`config.mk`:
```
export PLATFORM = sky130hd
export DESIGN_NAME = vdp_sprite_meta_scheduler
export DESIGN_NICKNAME = d
export VERILOG_FILES = /design/src/rtl/vdp_sprite_meta_pkg.sv /design/src/rtl/vdp_sprite_meta_arbiter.sv /design/src/rtl/vdp_sprite_meta_scheduler.sv
export SDC_FILE = /design/constraint.sdc
export NUM_CORES = 1
export LEC_CHECK = 0
export ABC_AREA = 1
export BUFFER_PORTS_ARGS = -buffer_cell sky130_fd_sc_hd__buf_2
export CAP_MARGIN = 20
export CELL_PAD_IN_SITES_DETAIL_PLACEMENT = 0
export CELL_PAD_IN_SITES_GLOBAL_PLACEMENT = 1
export CORE_ASPECT_RATIO = 2
export CORE_UTILIZATION = 30
export CTS_CLUSTER_SIZE = 28
export DETAILED_ROUTE_END_ITERATION = 8
export HOLD_SLACK_MARGIN = 0.08
export PLACE_DENSITY = 0.67
export SLEW_MARGIN = 0
export SYNTH_ARGS = -nofsm -noshare
export SYNTH_HDL_FRONTEND = slang
export SYNTH_SLANG_ARGS = --single-unit
```
`constraint.sdc`:
```
create_clock -name clk -period 2.2 [get_ports clk]
set_clock_uncertainty 0.05 [all_clocks]
set_input_delay 0.11 -clock clk [delete_from_list [all_inputs] [get_ports clk]]
set_output_delay 0.11 -clock clk [all_outputs]
set_load 0.05 [all_outputs]
```
`src/rtl/vdp_sprite_meta_pkg.sv`:
```
// Shared constants, types and helpers for the sprite metadata write scheduler.
package vdp_sprite_meta_pkg;

  localparam int unsigned STATE_W          = 3;
  localparam int unsigned SPRITE_W         = 8;
  localparam int unsigned DATA_W           = 16;
  localparam int unsigned SEL_W            = 3;
  localparam int unsigned COUNT_W          = 9;
  localparam int unsigned WORD_W           = 2;
  localparam int unsigned WORDS_PER_SPRITE = 3;

  // DMA sequencer states
  localparam logic [STATE_W-1:0] ST_IDLE  = 3'd0;
  localparam logic [STATE_W-1:0] ST_REQ   = 3'd1;
  localparam logic [STATE_W-1:0] ST_WAIT  = 3'd2;
  localparam logic [STATE_W-1:0] ST_WRITE = 3'd3;
  localparam logic [STATE_W-1:0] ST_DONE  = 3'd4;

  // One-hot metadata block selects
  localparam logic [SEL_W-1:0] BLOCK_X = 3'b001;
  localparam logic [SEL_W-1:0] BLOCK_Y = 3'b010;
  localparam logic [SEL_W-1:0] BLOCK_G = 3'b100;

  // One write into the sprite core's metadata port
  typedef struct packed {
    logic [SPRITE_W-1:0] address;
    logic [SEL_W-1:0]    block_select;
    logic [DATA_W-1:0]   data;
  } meta_wr_t;

  // Word position within a sprite's x/y/g triple -> block select
  function automatic logic [SEL_W-1:0] word_to_block(input logic [WORD_W-1:0] w);
    logic [SEL_W-1:0] sel;
    case (w)
      2'd0:    sel = BLOCK_X;
      2'd1:    sel = BLOCK_Y;
      2'd2:    sel = BLOCK_G;
      default: sel = '0;
    endcase
    return sel;
  endfunction

endpackage

```
`src/rtl/vdp_sprite_meta_arbiter.sv`:
```
// Two-requester mux onto the sprite core metadata port, with the output register.
module vdp_sprite_meta_arbiter
  import vdp_sprite_meta_pkg::*;
#(
  parameter int unsigned HOST_PRIORITY = 1
) (
  input  logic                clk,
  input  logic                reset_n,
  input  logic                host_req,
  input  meta_wr_t            host_wr,
  input  logic                dma_req,
  input  meta_wr_t            dma_wr,
  output logic                host_ready_c,
  output logic                dma_grant_c,
  output logic [SPRITE_W-1:0] meta_address,
  output logic [DATA_W-1:0]   meta_write_data,
  output logic [SEL_W-1:0]    meta_block_select,
  output logic                meta_we
);

  logic     host_take_c;
  logic     meta_we_d, meta_we_q;
  meta_wr_t meta_d, meta_q;

  // Grant decision; host writes arriving while in reset are dropped
  always_comb begin
    host_ready_c = 1'b0;
    dma_grant_c  = 1'b0;
    if (HOST_PRIORITY != 0) begin
      host_ready_c = reset_n;
      dma_grant_c  = dma_req & ~host_req;
    end else begin
      host_ready_c = reset_n & ~dma_req;
      dma_grant_c  = dma_req;
    end
    host_take_c = host_req & host_ready_c;
  end

  // Next output payload; the port holds its last value when idle
  always_comb begin
    meta_we_d = host_take_c | dma_grant_c;
    meta_d    = meta_q;
    if (host_take_c) begin
      meta_d = host_wr;
    end else if (dma_grant_c) begin
      meta_d = dma_wr;
    end
  end

  // Output register
  always_ff @(posedge clk) begin
    if (!reset_n) begin
      meta_we_q <= 1'b0;
      meta_q    <= '0;
    end else begin
      meta_we_q <= meta_we_d;
      meta_q    <= meta_d;
    end
  end

  assign meta_we           = meta_we_q;
  assign meta_address      = meta_q.address;
  assign meta_block_select = meta_q.block_select;
  assign meta_write_data   = meta_q.data;

endmodule

```
`src/rtl/vdp_sprite_meta_scheduler.sv`:
```
// Sequences host writes and sprite-attribute DMA onto the single metadata write port.
module vdp_sprite_meta_scheduler
  import vdp_sprite_meta_pkg::*;
#(
  parameter int unsigned SRC_ADDR_WIDTH = 16,
  parameter int unsigned HOST_PRIORITY  = 1
) (
  input  logic                      clk,
  input  logic                      reset_n,
  input  logic                      host_we,
  input  logic [SPRITE_W-1:0]       host_address,
  input  logic [SEL_W-1:0]          host_block_select,
  input  logic [DATA_W-1:0]         host_write_data,
  output logic                      host_ready,
  input  logic                      dma_start,
  input  logic [SRC_ADDR_WIDTH-1:0] dma_src_address,
  input  logic [SPRITE_W-1:0]       dma_first_sprite,
  input  logic [COUNT_W-1:0]        dma_count,
  input  logic                      dma_allowed,
  output logic                      dma_busy,
  output logic                      dma_done,
  output logic [SRC_ADDR_WIDTH-1:0] src_read_address,
  output logic                      src_read_req,
  input  logic [DATA_W-1:0]         src_read_data,
  input  logic                      src_read_valid,
  output logic [SPRITE_W-1:0]       meta_address,
  output logic [DATA_W-1:0]         meta_write_data,
  output logic [SEL_W-1:0]          meta_block_select,
  output logic                      meta_we
);

  localparam logic [WORD_W-1:0] LAST_WORD = WORD_W'(WORDS_PER_SPRITE - 1);

  logic [STATE_W-1:0]        state_d, state_q;
  logic [SRC_ADDR_WIDTH-1:0] src_ptr_d, src_ptr_q;
  logic [SPRITE_W-1:0]       sprite_d, sprite_q;
  logic [COUNT_W-1:0]        remain_d, remain_q;
  logic [WORD_W-1:0]         word_d, word_q;
  logic [DATA_W-1:0]         hold_d, hold_q;
  logic                      busy_d, busy_q;
  logic                      done_d, done_q;
  logic                      req_d, req_q;

  logic     dma_req_c;
  logic     dma_grant_c;
  logic     host_ready_c;
  meta_wr_t host_wr_c;
  meta_wr_t dma_wr_c;

  // Port request payloads
  always_comb begin
    dma_req_c = (state_q == ST_WRITE) & dma_allowed;
    host_wr_c = '{address: host_address, block_select: host_block_select, data: host_write_data};
    dma_wr_c  = '{address: sprite_q, block_select: word_to_block(word_q), data: hold_q};
  end

  vdp_sprite_meta_arbiter #(
    .HOST_PRIORITY(HOST_PRIORITY)
  ) u_arbiter (
    .clk              (clk),
    .reset_n          (reset_n),
    .host_req         (host_we),
    .host_wr          (host_wr_c),
    .dma_req          (dma_req_c),
    .dma_wr           (dma_wr_c),
    .host_ready_c     (host_ready_c),
    .dma_grant_c      (dma_grant_c),
    .meta_address     (meta_address),
    .meta_write_data  (meta_write_data),
    .meta_block_select(meta_block_select),
    .meta_we          (meta_we)
  );

  // DMA sequencer next state, counters and registered status outputs
  always_comb begin
    state_d   = state_q;
    src_ptr_d = src_ptr_q;
    sprite_d  = sprite_q;
    remain_d  = remain_q;
    word_d    = word_q;
    hold_d    = hold_q;
    done_d    = 1'b0;

    case (state_q)
      ST_IDLE: begin
        if (dma_start) begin
          if (dma_count == '0) begin
            done_d = 1'b1;
          end else begin
            src_ptr_d = dma_src_address;
            sprite_d  = dma_first_sprite;
            remain_d  = dma_count;
            word_d    = '0;
            state_d   = ST_REQ;
          end
        end
      end
      ST_REQ: begin
        state_d = ST_WAIT;
      end
      ST_WAIT: begin
        if (src_read_valid) begin
          hold_d  = src_read_data;
          state_d = ST_WRITE;
        end
      end
      ST_WRITE: begin
        if (dma_grant_c) begin
          src_ptr_d = src_ptr_q + SRC_ADDR_WIDTH'(1);
          if (word_q != LAST_WORD) begin
            word_d  = word_q + WORD_W'(1);
            state_d = ST_REQ;
          end else if (remain_q > COUNT_W'(1)) begin
            word_d   = '0;
            sprite_d = sprite_q + SPRITE_W'(1);
            remain_d = remain_q - COUNT_W'(1);
            state_d  = ST_REQ;
          end else begin
            state_d = ST_DONE;
          end
        end
      end
      ST_DONE: begin
        state_d = ST_IDLE;
      end
      default: begin
        state_d = ST_IDLE;
      end
    endcase

    // Status flops follow the state being entered so they line up with it
    req_d  = (state_d == ST_REQ);
    busy_d = (state_d == ST_REQ) | (state_d == ST_WAIT) | (state_d == ST_WRITE);
    done_d = done_d | (state_d == ST_DONE);
  end

  // Sequencer registers
  always_ff @(posedge clk) begin
    if (!reset_n) begin
      state_q   <= ST_IDLE;
      src_ptr_q <= '0;
      sprite_q  <= '0;
      remain_q  <= '0;
      word_q    <= '0;
      hold_q    <= '0;
      busy_q    <= 1'b0;
      done_q    <= 1'b0;
      req_q     <= 1'b0;
    end else begin
      state_q   <= state_d;
      src_ptr_q <= src_ptr_d;
      sprite_q  <= sprite_d;
      remain_q  <= remain_d;
      word_q    <= word_d;
      hold_q    <= hold_d;
      busy_q    <= busy_d;
      done_q    <= done_d;
      req_q     <= req_d;
    end
  end

  assign host_ready       = host_ready_c;
  assign dma_busy         = busy_q;
  assign dma_done         = done_q;
  assign src_read_req     = req_q;
  assign src_read_address = src_ptr_q;

endmodule

```
==> results.toml, run 1 <==
[clock_tree]
root_buffer = "clkbuf_16"
clk_path_buf_depth = 2
cts_sinks = 85
path_clk_slew_ps = 70
cts_made_buffers = 9
htree_levels = 3
cts_tree = "built"
postCtsSetupBuffers = 0
clock_latency_ps = 340

[floorplan]
dieHeight_um = 174
core_area_um2 = 14400
rows = 62
design.die.area_um2 = 15400
initial_core_util = 0.309
ioPinCount = 130
die_x_um = 88.2

[global_route]
gr-max-usage-layer = "met2"
use_met3 = 0.0261
grt_use_met1 = 0.208
gr-total-overflow = 0
grtUsageTotal = 0.193
antenna_found_initial = 0
grt_pass1_wl_um = 23200
use_met2 = 0.371
grt_max_degree = 65
grt_pass1_vias = 4894

[hold_path]
hold_class = "in2reg"
min_path_cells = 5

[routing]
wire_per_inst_um = 14.0
vias = 4979
drt_iter0_markers = 157
drt_first_pass_iters = 4
vias_per_cell = 4.79
wirelength_um = 14600
postRouteAntennaNets = 0
drc = 0

[final_layout]
drive_gt1_frac = 0.203
postLayoutCellArea_um2 = 6120
area_growth_pct = 37.2
nNetsFinal = 929
mostFrequentLayoutCell = "nand2_1"
final_cell_mix = "nand2_1, buf_2, nor2_1"
fillerInstances = 1581
insertedDiodeCount = 0

[job]
maxCapViolCount = 0

[power_and_ir_drop]
p_per_area_nw_per_um2 = 782
power_frac_comb = 0.269
p_leak_nw = 2.80
internal_power_mw = 3.12
p_sw_mw = 1.67
max-vdd-ir-drop_mv = 0.393
netSwitchingFraction = 0.349
pwr-share-clk = 0.345
p_seq_frac = 0.386

[timing]
drv_slew = 0
min_period_ps = 1850
setup_violations = 0
period_share = 0.841
relSlewSlack = 0.594
tns_ps = 0
hold_ws_ps = 89.7
finalHoldViolations = 0
worst_pin_slew_ps = 608
rsz0062_at_grt = "false"
fmax_ghz = 0.540

[placement]
port_buffers = 129
post-dp-hpwl_um = 10400
place_area_um2 = 5280
routabilityCongestion = 0.784

[synth]
syn_inst = 679
synth_fp_nets = 765
ys_seq_area_frac = 0.381
synth_area_um2 = 4460
synth-seq-cells = 85
synth.avg_cell_area_um2 = 6.57
yosysUniqueCellTypes = 36
yosysWarnings = 0

[critical_path]
required_ps = 2390
cp-start-kind = "primary input"
cp_max_fo = 19
crit_path_end_kind = "flop"
cp_cell_sequence = "dlygate4sd3_1 -> buf_2 -> nor2_1 -> nand3_1 -> nor3_4 -> nor2_8 -> nand2_4 -> nand2_1 -> nand2_1 -> nor2_1"
critical_path.top_delay_family = "simple AND/OR/NAND/NOR gates"
cp.depth = 10
cp.buffers_inverters = 2
r2r_cells = 5
setup.worst_path.class = "in2reg"
slowest_delay_ps = 530
arrival_ps = 2040
slowest_stage = "dlygate4sd3_1"

[run_status]
status = "finished clean"
sequential cells by signal (all words and copies together), names as in the netlist:
name / count
dma_busy: 1
dma_done: 1
hold_q: 16
remain_q: 9
sprite_q: 8
src_read_address: 16
src_read_req: 1
state_q: 3
u_arbiter.meta_address: 8
u_arbiter.meta_block_select: 3
u_arbiter.meta_we: 1
u_arbiter.meta_write_data: 16
word_q: 2
worst paths after layout:
path / start / slack [ps] / endpoint
max: dma_count[3] / 350 / sprite_q[6]$_SDFFE_PN0P_
min: dma_src_address[0] / 90 / src_read_address[0]$_SDFFE_PN0P_
max reg2reg: state_q[2]$_SDFF_PN0_ / 360 / hold_q[10]$_SDFFE_PN0P_
min reg2reg: hold_q[15]$_SDFFE_PN0P_ / 430 / u_arbiter.meta_write_data[15]$_SDFFE_PN0P_
per-layer routing:
layer	vias up	wire, µm
met4	0	190
met1	2280	5770
met2	124	8040
li1	2562	-
met3	13	555
met5	-	0
cells by family after synthesis:
kind of cell    Yosys count  share of synthesized area
buf+inv                  87                     0.0813
xor+xnor                  3                    0.00589
flops                    85                      0.381
simple gates            364                      0.355
fa+ha+maj                 4                     0.0112
mux                       1                    0.00224
compound gates          135                      0.163
worst register-to-register path, stage by stage, from the launching register on:
cell     delay (ps)
dfxtp_1         360
nor2_1           90
and3_1          540
inv_1           420
nor2_1          210
nor2_1           60
Yosys cell counts:
cell type    n  area, µm²
nor2_8       1       20.0
nor2_4       1       11.3
inv_1       46        173
nand2_1    152        571
nand3_1     65        325
nor3_1       3       15.0
nor3_2       1       10.0
nand2_2      2       12.5
nand4_1     10       62.6
o21bai_1     2       15.0
o21a_1       1       7.51
ha_1         4       50.1
nor3_4       1       16.3
o21ai_2      1       8.76
a211oi_1     1       7.51
inv_2        2       7.51
nand3_4      1       17.5
a21oi_1     19       95.1
buf_6        1       11.3
nor2_1     115        432
clkbuf_2     2       10.0
a31oi_1     28        175
xor2_1       3       26.3
clkbuf_1    18       67.6
o211ai_1     1       7.51
buf_4        3       22.5
nor2_2       3       18.8
buf_2       12       60.1
dfxtp_1     85       1700
or2_2        2       12.5
nand2_4      2       22.5
buf_1        3       11.3
mux2i_1      1       10.0
nand3b_1     4       30.0
and3_1       1       6.26
o21ai_0     82        410
power groups by stage:
stage	combinational, mW	clock, mW	sequential, mW
3_3_place_gp	1.21	0	1.88
5_1_grt	1.43	1.77	1.87
2_1_floorplan	0.626	0	2.14
4_1_cts	1.31	1.70	1.85
3_5_place_dp	1.23	0	1.88
6_report	1.29	1.65	1.85
through the flow:
stage	worst slack [ps]	power (mW)	util	std cells
after floorplan	420	2.76	-	679
after global placement	426	3.09	0.366	972
after detailed placement	361	3.11	0.366	972
after CTS	288	4.86	0.424	1040
after global routing	136	5.07	0.424	1040
final	349	4.79	0.424	1040
what timing repair did:
action,CTS,global route
hold endpoints to repair,52,0
hold buffers,52,0
gates resized for setup,0,0
final cells by class:
type / instances / area [µm²] / share of cell area
inverters: 48 / 180 / 0.0294
flip-flops and latches: 85 / 1700 / 0.278
clock buffers: 10 / 229 / 0.0374
well taps: 192 / 240 / 0.0392
multi-input cells: 507 / 2410 / 0.393
clock inverters: 6 / 87.6 / 0.0143
repair buffers: 192 / 1270 / 0.208
No activity file was read; power rests on OpenSTA's default activity.
==> run 2: changes to the inputs <==
- ABC_AREA: 1 -> 0
- PLACE_DENSITY: 0.67 -> 0.65
- clock period: 2.2 -> 1.8 ns (I/O delays scaled with it)
==> results.toml, run 2 <==
[run_status]
status = "finished clean"

[synth]
synth_area_leader_cell = "dfxtp_1"
synth_top_cell_area_share = 0.396
syn_inst = 564
synthMuxAreaShare = 0.00233
synth_compound_area_frac = 0.276
synth_fp_nets = 650
yosysUniqueCellTypes = 63
netlist_top_cells_count = "nand2_1, dfxtp_1, a21oi_1"
synth.avg_cell_area_um2 = 7.62
synth_area_um2 = 4300
synthAdderAreaFrac = 0.0116
synth-simple-area-share = 0.261
ys_seq_area_frac = 0.396
ys.flop_type = "dfxtp_1"
synth_top_family_by_area = "compound AO/OA/AOI/OAI gates"
yosysWarnings = 0
ys_top_cells_by_area = "dfxtp_1, nand2_1, a21oi_1, a21o_1, nor2_1"
synth_xor_area_frac = 0
synth-seq-cells = 85
yosys.cell_count.top_type = "nand2_1"
synth_edf_count = 0
async_flop_share = 0

[final_layout]
drive_gt1_frac = 0.322
nNetsFinal = 882
final_cell_mix = "nand2_1, buf_2, a21oi_1"
final_util = 0.472
final_cells = 990
mostFrequentLayoutCell = "nand2_1"
postLayoutCellArea_um2 = 6590
insertedDiodeCount = 0
area_growth_pct = 53.3

[global_route]
grt_pass1_vias = 4928
grt_pass1_wl_um = 23700
grt_max_degree = 59
grtUsageTotal = 0.206
antenna_found_initial = 0
gr-total-overflow = 0

[floorplan]
rows = 61
dieHeight_um = 171
design.die.area_um2 = 14800
core_area_um2 = 14000
ioPinCount = 130
die_x_um = 86.6
initial_core_util = 0.308

[critical_path]
startpoint = "state_q[1]$_SDFF_PN0_"
crit_path_end_kind = "flop"
cp_max_fo = 7
cp-start-kind = "flop"
slowest_stage = "or3b_4"
required_ps = 1970
r2r_cells = 7
arrival_ps = 1960
r2r_start = "state_q[1]$_SDFF_PN0_"
slowest_delay_ps = 430
setup.worst_path.class = "reg2reg"
cp_cell_sequence = "or3b_4 -> nor2_4 -> a32oi_4 -> buf_6 -> buf_12 -> o211ai_1 -> o31ai_1"

[placement]
routabilityCongestion = 0.871
port_buffers = 129
post-dp-hpwl_um = 10700
placed_cells = 899
place_area_um2 = 5480

[routing]
postRouteAntennaNets = 0
drt_first_pass_iters = 4
drc = 0
wire_per_inst_um = 15.5
wirelength_um = 15300
vias_per_cell = 5.06
vias = 5008
drt_iter0_markers = 189

[timing]
finalHoldViolations = 0
period_share = 0.995
fmax_ghz = 0.559
drv_slew = 0
relSlewSlack = 0.684
setup_violations = 0
min_period_ps = 1790
rsz0062_at_grt = "true"
worst_pin_slew_ps = 474

[hold_path]
min_path_cells = 3
worstHoldStart = "reset_n"
hold_class = "in2reg"

[clock_tree]
htree_levels = 3
clk_path_buf_depth = 2
cts_made_buffers = 9
cts_tree = "built"
clock_latency_ps = 340
path_clk_slew_ps = 70
cts_sinks = 85
root_buffer = "clkbuf_16"

[power_and_ir_drop]
max-vdd-ir-drop_mv = 0.449
p_per_area_nw_per_um2 = 801
p_leak_nw = 2.80

[job]
maxCapViolCount = 0
-- run 2: layout make-up --
| cell class | instances | area (µm²) |
|---|---|---|
| well taps | 189 | 236 |
| repair buffers | 261 | 1900 |
| clock inverters | 7 | 56.3 |
| inverters | 5 | 18.8 |
| multi-input cells | 434 | 2430 |
| flip-flops and latches | 85 | 1720 |
| clock buffers | 9 | 225 |
| fillers | 1420 | 7380 |
-- run 2: per-stage QoR --
step	setup WS [ps]	power (mW)	setup TNS [ps]	hold WS, ps
global route	-47.8	5.52	-165	102
global placement	-93.5	3.30	-575	290
CTS	5.74	5.28	0	86.1
finish	9.50	5.28	0	82.9
detailed placement	-137	3.32	-1060	294
floorplan	8.36	2.88	0	176
-- run 2: logic make-up after synthesis --
family | Yosys count
AO/OA/AOI/OAI | 181
adder cells (fa/ha/maj) | 4
buffers and inverters | 46
flip-flops | 85
multiplexers | 1
AND/OR/NAND/NOR | 247
-- run 2: power by group --
group	leakage (nW)	switching, mW	internal [mW]
clock network	0.137	0.857	0.954
registers	0.703	0.110	2.01
logic	1.96	0.766	0.579
total	2.80	1.73	3.55
-- run 2: final timing paths --
check,to,slack [ps]
worst min register to register,hold_q[7]$_SDFFE_PN0P_,410
worst max-delay path,sprite_q[7]$_SDFFE_PN0P_,10
worst min-delay path,dma_done$_SDFF_PN0_,80
worst max register to register,sprite_q[7]$_SDFFE_PN0P_,10
-- run 2: what timing repair did --
item                                   4_1_cts  5_1_grt
pin swaps                                    3       17
gates cloned                                 1        2
gates resized for setup                      6       23
buffers inserted                             4        6
endpoints found under the hold margin       63        0
hold buffers                                63        0
setup endpoints to repair                   17       48
-- run 2: critical path: cells and delay by family (launching register included) --
family / cells / cell delay, ps
AO/OA/AOI/OAI: 3 / 360
buffers and inverters: 2 / 290
flip-flops: 1 / 330
AND/OR/NAND/NOR: 2 / 630
-- run 2: layer usage --
layer | up-vias | routed length, µm | track usage
met4 | 0 | 707 | 0.107
li1 | 2460 | - | -
met3 | 40 | 572 | 0.0298
met5 | - | 0 | 0
met1 | 2341 | 5790 | 0.208
met2 | 167 | 8230 | 0.398
